==> src/rtl/acc_pkg.sv <==
// Shared constants for the 16-lane adder-tree bus: lane count, count width, lane saturation limits
// and the packer FSM state type. Optional build macro ACC_PACK_ROUND_EN is consumed by acc_lane_narrow.
package acc_pkg;
  localparam int ACC_LANES = 16;
  localparam int ACC_CNT_W = 5;
  localparam int ACC_PREC  = 16;

  localparam logic signed [ACC_PREC-1:0] ACC_SAT_MAX = {1'b0, {(ACC_PREC-1){1'b1}}};
  localparam logic signed [ACC_PREC-1:0] ACC_SAT_MIN = {1'b1, {(ACC_PREC-1){1'b0}}};

  typedef enum logic {
    FILL = 1'b0,
    HOLD = 1'b1
  } acc_state_e;
endpackage

==> src/rtl/acc_lane_narrow.sv <==
// Combinational rescale of one signed product to a saturated signed lane.
// ACC_PACK_ROUND_EN defined: round half up before the shift; undefined: floor by arithmetic shift.
module acc_lane_narrow
  import acc_pkg::*;
#(
  parameter int P     = ACC_PREC,
  parameter int IN_W  = 32,
  parameter int SHIFT = 14
) (
  input  logic [IN_W-1:0] din,
  output logic [P-1:0]    lane,
  output logic            sat
);
  // Limits sign-extended to the IN_W+1 working width so compares stay signed.
  localparam logic signed [IN_W:0] MAX_V = {{(IN_W-P+2){1'b0}}, {(P-1){1'b1}}};
  localparam logic signed [IN_W:0] MIN_V = {{(IN_W-P+2){1'b1}}, {(P-1){1'b0}}};
`ifdef ACC_PACK_ROUND_EN
  localparam logic signed [IN_W:0] RND_V = (IN_W+1)'(2 ** (SHIFT-1));
`endif

  logic signed [IN_W:0] ext;
  logic signed [IN_W:0] shifted;

  always_comb begin
    ext = {din[IN_W-1], din};
`ifdef ACC_PACK_ROUND_EN
    ext = ext + RND_V;
`endif
    shifted = ext >>> SHIFT;
    lane    = shifted[P-1:0];
    sat     = 1'b0;
    if (shifted > MAX_V) begin
      lane = MAX_V[P-1:0];
      sat  = 1'b1;
    end else if (shifted < MIN_V) begin
      lane = MIN_V[P-1:0];
      sat  = 1'b1;
    end
  end
endmodule

==> src/rtl/acc_lane_packer.sv <==
// Packs a stream of signed products into 16-lane adder-tree vectors, zero-padding short groups.
// Build macro ACC_PACK_ROUND_EN selects round-half-up lane conversion (see acc_lane_narrow).
module acc_lane_packer
  import acc_pkg::*;
#(
  parameter int PRECISION_ADDER = 16,
  parameter int IN_W            = 32,
  parameter int SHIFT           = 14
) (
  input  logic                            clk,
  input  logic                            rst,
  input  logic                            in_valid,
  output logic                            in_ready,
  input  logic [IN_W-1:0]                 in_data,
  input  logic                            in_last,
  output logic                            out_valid,
  input  logic                            out_ready,
  output logic [PRECISION_ADDER*16-1:0]   out_data,
  output logic [ACC_CNT_W-1:0]            out_cnt,
  output logic                            out_last,
  output logic                            sat_flag,
  output acc_state_e                      dbg_state
);
  // Handshake: a transfer occurs on any rising edge where valid && ready; payload holds while
  // valid && !ready, and in_ready is a function of state only.
  localparam int BUS_W = PRECISION_ADDER * ACC_LANES;

  acc_state_e           state_q, state_d;
  logic [ACC_CNT_W-1:0] cnt_q, cnt_d;
  logic [BUS_W-1:0]     col_q, col_d;
  logic                 col_sat_q, col_sat_d;
  logic                 hold_last_q, hold_last_d;
  logic                 out_valid_q, out_valid_d;
  logic [BUS_W-1:0]     out_data_q, out_data_d;
  logic [ACC_CNT_W-1:0] out_cnt_q, out_cnt_d;
  logic                 out_last_q, out_last_d;
  logic                 sat_q, sat_d;

  logic [PRECISION_ADDER-1:0] lane;
  logic                       lane_sat;
  logic                       slot_free;
  logic                       close;

  acc_lane_narrow #(
    .P     (PRECISION_ADDER),
    .IN_W  (IN_W),
    .SHIFT (SHIFT)
  ) u_narrow (
    .din  (in_data),
    .lane (lane),
    .sat  (lane_sat)
  );

  assign slot_free = !out_valid_q || out_ready;
  assign close     = (cnt_q == 5'd15) || in_last;

  always_comb begin
    state_d     = state_q;
    cnt_d       = cnt_q;
    col_d       = col_q;
    col_sat_d   = col_sat_q;
    hold_last_d = hold_last_q;
    out_valid_d = out_valid_q;
    out_data_d  = out_data_q;
    out_cnt_d   = out_cnt_q;
    out_last_d  = out_last_q;
    sat_d       = sat_q;
    in_ready    = (state_q == FILL);

    if (out_valid_q && out_ready) out_valid_d = 1'b0;

    case (state_q)
      FILL: begin
        if (in_valid) begin
          col_d[int'(cnt_q[3:0]) * PRECISION_ADDER +: PRECISION_ADDER] = lane;
          col_sat_d = col_sat_q | lane_sat;
          if (close) begin
            if (slot_free) begin
              out_valid_d = 1'b1;
              out_data_d  = col_d;
              out_cnt_d   = cnt_q + 5'd1;
              out_last_d  = in_last;
              sat_d       = col_sat_d;
              col_d       = '0;
              col_sat_d   = 1'b0;
              cnt_d       = '0;
            end else begin
              // Closing lane is already in the collector; cnt keeps its index for out_cnt.
              state_d     = HOLD;
              hold_last_d = in_last;
            end
          end else begin
            cnt_d = cnt_q + 5'd1;
          end
        end
      end
      HOLD: begin
        if (slot_free) begin
          out_valid_d = 1'b1;
          out_data_d  = col_q;
          out_cnt_d   = cnt_q + 5'd1;
          out_last_d  = hold_last_q;
          sat_d       = col_sat_q;
          col_d       = '0;
          col_sat_d   = 1'b0;
          cnt_d       = '0;
          state_d     = FILL;
        end
      end
      default: state_d = FILL;
    endcase
  end

  always_ff @(posedge clk or posedge rst) begin
    if (rst) begin
      state_q     <= FILL;
      cnt_q       <= '0;
      col_q       <= '0;
      col_sat_q   <= 1'b0;
      hold_last_q <= 1'b0;
      out_valid_q <= 1'b0;
      out_data_q  <= '0;
      out_cnt_q   <= '0;
      out_last_q  <= 1'b0;
      sat_q       <= 1'b0;
    end else begin
      state_q     <= state_d;
      cnt_q       <= cnt_d;
      col_q       <= col_d;
      col_sat_q   <= col_sat_d;
      hold_last_q <= hold_last_d;
      out_valid_q <= out_valid_d;
      out_data_q  <= out_data_d;
      out_cnt_q   <= out_cnt_d;
      out_last_q  <= out_last_d;
      sat_q       <= sat_d;
    end
  end

  assign out_valid = out_valid_q;
  assign out_data  = out_data_q;
  assign out_cnt   = out_cnt_q;
  assign out_last  = out_last_q;
  assign sat_flag  = sat_q;
  assign dbg_state = state_q;
endmodule
==> config.mk <==
export PLATFORM = sky130hd
export DESIGN_NAME = acc_lane_packer
export DESIGN_NICKNAME = d
export VERILOG_FILES = /design/src/rtl/acc_pkg.sv /design/src/rtl/acc_lane_narrow.sv /design/src/rtl/acc_lane_packer.sv
export SDC_FILE = /design/constraint.sdc
export NUM_CORES = 1
export LEC_CHECK = 0
export ABC_AREA = 1
export ABC_CLOCK_PERIOD_IN_PS = 17300
export CAP_MARGIN = 10
export CORE_UTILIZATION = 51
export DETAILED_ROUTE_END_ITERATION = 10
export PLACE_DENSITY = 0.8
export SLEW_MARGIN = 20
export SYNTH_ARGS = -nofsm -noshare
export SYNTH_HDL_FRONTEND = slang
export SYNTH_SLANG_ARGS = --single-unit
==> constraint.sdc <==
create_clock -name clk -period 17.3 [get_ports clk]
set_clock_uncertainty 0.1 [all_clocks]
set_input_delay 1.73 -clock clk [delete_from_list [all_inputs] [get_ports clk]]
set_output_delay 1.73 -clock clk [all_outputs]
set_load 0.005 [all_outputs]
==> flow_metrics.env <==
export IMPL_core_um2=52400
export IMPL_status="completed"
export IMPL_clkTransAtPathRegs_ps=60
export IMPL_place_congestion=0.809
export IMPL_p_seq_share_pct=38.6
export IMPL_ys_types=35
export IMPL_p_leak_uw=0.0150
export IMPL_post_place_ws_ps=10800
export IMPL_crit_required_ps=17730
export IMPL_arrival_ps=6210
export IMPL_timing_rr_start="dbg_state$_DFF_PP0_"
export IMPL_synth_edf_count=0
export IMPL_tritoncts_num_buffers=56
export IMPL_fp_row_count=84
export IMPL_grt_pass1_wl_um=135000
export IMPL_hold_depth=2
export IMPL_cts_tree="done"
export IMPL_max_cap_violations=0
export IMPL_grt_pass1_vias=23700
export IMPL_post_cts_buffers=0
export IMPL_cts_resized=0
export IMPL_multi_input_area_um2=11200
export IMPL_wirelength_um=86200
export IMPL_synth_common_cells="dfrtp_1 (528), nand3_1 (509), nand2_1 (489)"
export IMPL_ir_drop_v=0.000103
export IMPL_boundaryPins=303
export IMPL_drt_pass1_iter_count=6
export IMPL_synth_compound_area_share_pct=16.6
export IMPL_gr_total_overflow=0
export IMPL_die_area_um2=54000
export IMPL_finalCritPeriodShare_pct=33.4
export IMPL_rsz0062_at_grt="no"
export IMPL_final_max_slew_viol_count=0
export IMPL_cts_buffer_depth=3
export IMPL_cp_slowest_cell="dfrtp_4"
export IMPL_antenna_found_initial=1
export IMPL_first_iter_violations=2680
export IMPL_yosys_area_share_simple_pct=24.3
export IMPL_finalSetupViolCount=0
export IMPL_vias=24700
export IMPL_grt_usage_pct=32.0
export IMPL_grt_max_degree=131
export IMPL_ys_async_sr_fraction_pct=100
export IMPL_p_sw_share_pct=34.8
export IMPL_die_w_um=232
export IMPL_place_hpwl_um=49200
export IMPL_path_common_cell="buf_4"
export IMPL_yosysTopAreaCellShare_pct=48.9
export IMPL_r2r_setup_slack_ps=11530
export IMPL_netlist_area_um2=27000
export IMPL_yosysWarningCount=0
export IMPL_syn_area_per_cell_um2=8.04
export IMPL_switching_power_uw=1510
export IMPL_fin_tns_setup_ps=0
export IMPL_hold_start="out_cnt[0]$_DFFE_PP0P_"
export IMPL_synthFlopType="dfrtp_1"
export IMPL_cts_max_level=2
export IMPL_muxShareOfSynthArea_pct=0
export IMPL_fmax_mhz=173
export IMPL_fin_util_pct=60.8
export IMPL_min_path_type="reg -> reg"
export IMPL_setup_slack_ps=11530
export IMPL_drc_errors=0
export IMPL_slowest_delay_ps=1010
export IMPL_nFillCells=4490
export IMPL_initial_core_util_pct=51.6
export IMPL_worstPathMaxFanout=118
export IMPL_synth_seq_cells=528
export IMPL_vias_per_cell=5.88
export IMPL_yosys_area_share_adder_pct=0.185
export IMPL_area_growth_pct=18.0
export IMPL_drtAntennaViolNets=0
export IMPL_fin_crit_ps=5770
export IMPL_final_hold_viol_count=0
export IMPL_rr_worst_depth=9
export IMPL_wl_per_cell_um=20.5
export IMPL_syn_inst=3362
export IMPL_slew_headroom_pct=25.7
export IMPL_yosysTopAreaCell="dfrtp_1"
export IMPL_numPortBuffers=288
export IMPL_die_h_um=232
export IMPL_hold_path_end="out_cnt[0]$_DFFE_PP0P_"
export IMPL_ys_top_cells_by_area="dfrtp_1 (49%), nand3_1 (9.4%), a21oi_1 (7.1%)"
export IMPL_hold_ws_ps=391
export IMPL_numClockSinks=528
export IMPL_synth_most_common_cell="dfrtp_1"
export IMPL_p_comb_share_pct=32.8
export IMPL_p_per_area_nw_per_um2=136
export IMPL_nets=3519
export IMPL_critPathLaunchType="register"
export IMPL_ff_latch_area_um2=13200
export IMPL_cts_root_buf="clkbuf_16"
export IMPL_r2r_end="out_data[140]$_DFFE_PP0P_"
export IMPL_path_cells="buf_4 -> nor2_1 -> inv_1 -> nand3_4 -> inv_6 -> buf_6 -> buf_4 -> or2_2 -> a21boi_1"
export IMPL_power_frac_clock_pct=28.6
export IMPL_clkLatencyLatePin_ps=630
export IMPL_p_int_uw=2830
export IMPL_yosys_area_share_xor_xnor_pct=0.0648
export IMPL_synth_top_family_by_area="simple AND/OR/NAND/NOR gates"
export IMPL_worst_pin_slew_ps=1110
export IMPL_hold_buffers=0
export IMPL_seq_area_frac_synth_pct=48.9
export IMPL_criticalPathCategory="reg -> reg"
export IMPL_drive_gt1_share_pct=11.1
export IMPL_syn_num_nets=3403
export IMPL_worst_setup_path_end_kind="register"
==> flip-flops by register name (all words and copies together) (netlist names) <==
register and count:
col_sat_q 1, out_data 256, out_last 1, out_valid 1, hold_last_q 1, out_cnt 5, dbg_state 1, cnt_q 5
col_q 256, sat_flag 1
==> per-stage QoR <==
step | area, µm² | std cells | power [µW]
4_1_cts | 31900 | 4208 | 4340
5_1_grt | 31900 | 4209 | 4550
6_report | 31900 | 4209 | 4340
3_3_place_gp | 30000 | 4108 | 3060
2_1_floorplan | 27000 | 3362 | 2440
3_5_place_dp | 30000 | 4108 | 3090
==> cell families after synthesis <==
| logic type | Yosys count |
|---|---|
| compound gates | 792 |
| xor+xnor | 2 |
| fa+ha+maj | 4 |
| buf+inv | 690 |
| flops | 528 |
| simple gates | 1346 |
==> power groups by stage <==
stage	Sequential, µW	Clock [µW]	Combinational, µW
2_1_floorplan	1640	0	802
6_report	1680	1240	1420
3_5_place_dp	1690	0	1400
4_1_cts	1670	1250	1410
5_1_grt	1700	1300	1560
3_3_place_gp	1680	0	1380
==> worst max-delay path: cells and delay by family (launching register included) <==
family	cells	cell delay (ps)
simple gates	3	970
buf+inv	5	3300
flops	1	1010
compound gates	1	190
==> final cells by class <==
type                            instances  share of cell area [%]
Clock inverter                         24                   0.922
Tap cell                              688                    2.70
Inverter                              421                    5.03
Multi-Input combinational cell       2144                    35.0
Timing Repair Buffer                  327                    9.98
Sequential cell                       528                    41.4
Antenna cell                            1                 0.00784
Clock buffer                           76                    4.88
==> how the worst max path moves through the flow <==
stage	start	to	slack (ps)	cells past startpoint
floorplan	rst	cnt_q[0]$_DFFE_PP0N_	720	1
global placement	in_last	out_data[93]$_DFFE_PP0P_	10830	11
detailed placement	in_last	out_data[251]$_DFFE_PP0P_	10800	11
finish	dbg_state$_DFF_PP0_	out_data[140]$_DFFE_PP0P_	11530	9
global route	dbg_state$_DFF_PP0_	out_data[133]$_DFFE_PP0P_	11210	9
CTS	dbg_state$_DFF_PP0_	out_data[140]$_DFFE_PP0P_	11280	9
==> layout by cell type, fill, tap and decap left out, types with 6 or more instances in the layout <==
| cell | n |
|---|---|
| clkbuf_8 | 6 |
| buf_4 | 37 |
| nand2_1 | 489 |
| dfrtp_1 | 526 |
| o21ai_0 | 127 |
| clkinv_2 | 12 |
| o22ai_1 | 112 |
| inv_1 | 410 |
| inv_2 | 6 |
| nand3_2 | 6 |
| clkbuf_16 | 57 |
| bufinv_16 | 6 |
| a2bb2oi_1 | 32 |
| a21boi_0 | 41 |
| clkbuf_1 | 13 |
| nand3_1 | 509 |
| nand4_1 | 69 |
| clkdlybuf4s50_1 | 288 |
| nor2_1 | 28 |
| or2_2 | 224 |
| o21ai_1 | 34 |
| a21oi_1 | 385 |
| a21boi_1 | 55 |
==> routing by layer <==
layer | up-vias | global-route usage [%] | wire (µm)
met2 | 1192 | 50.0 | 40200
met4 | 0 | 15.4 | 3900
met3 | 183 | 5.69 | 7370
met5 | - | 0 | 0
li1 | 11400 | - | -
met1 | 12000 | 42.9 | 34700
(Power assumes the default switching activity.)
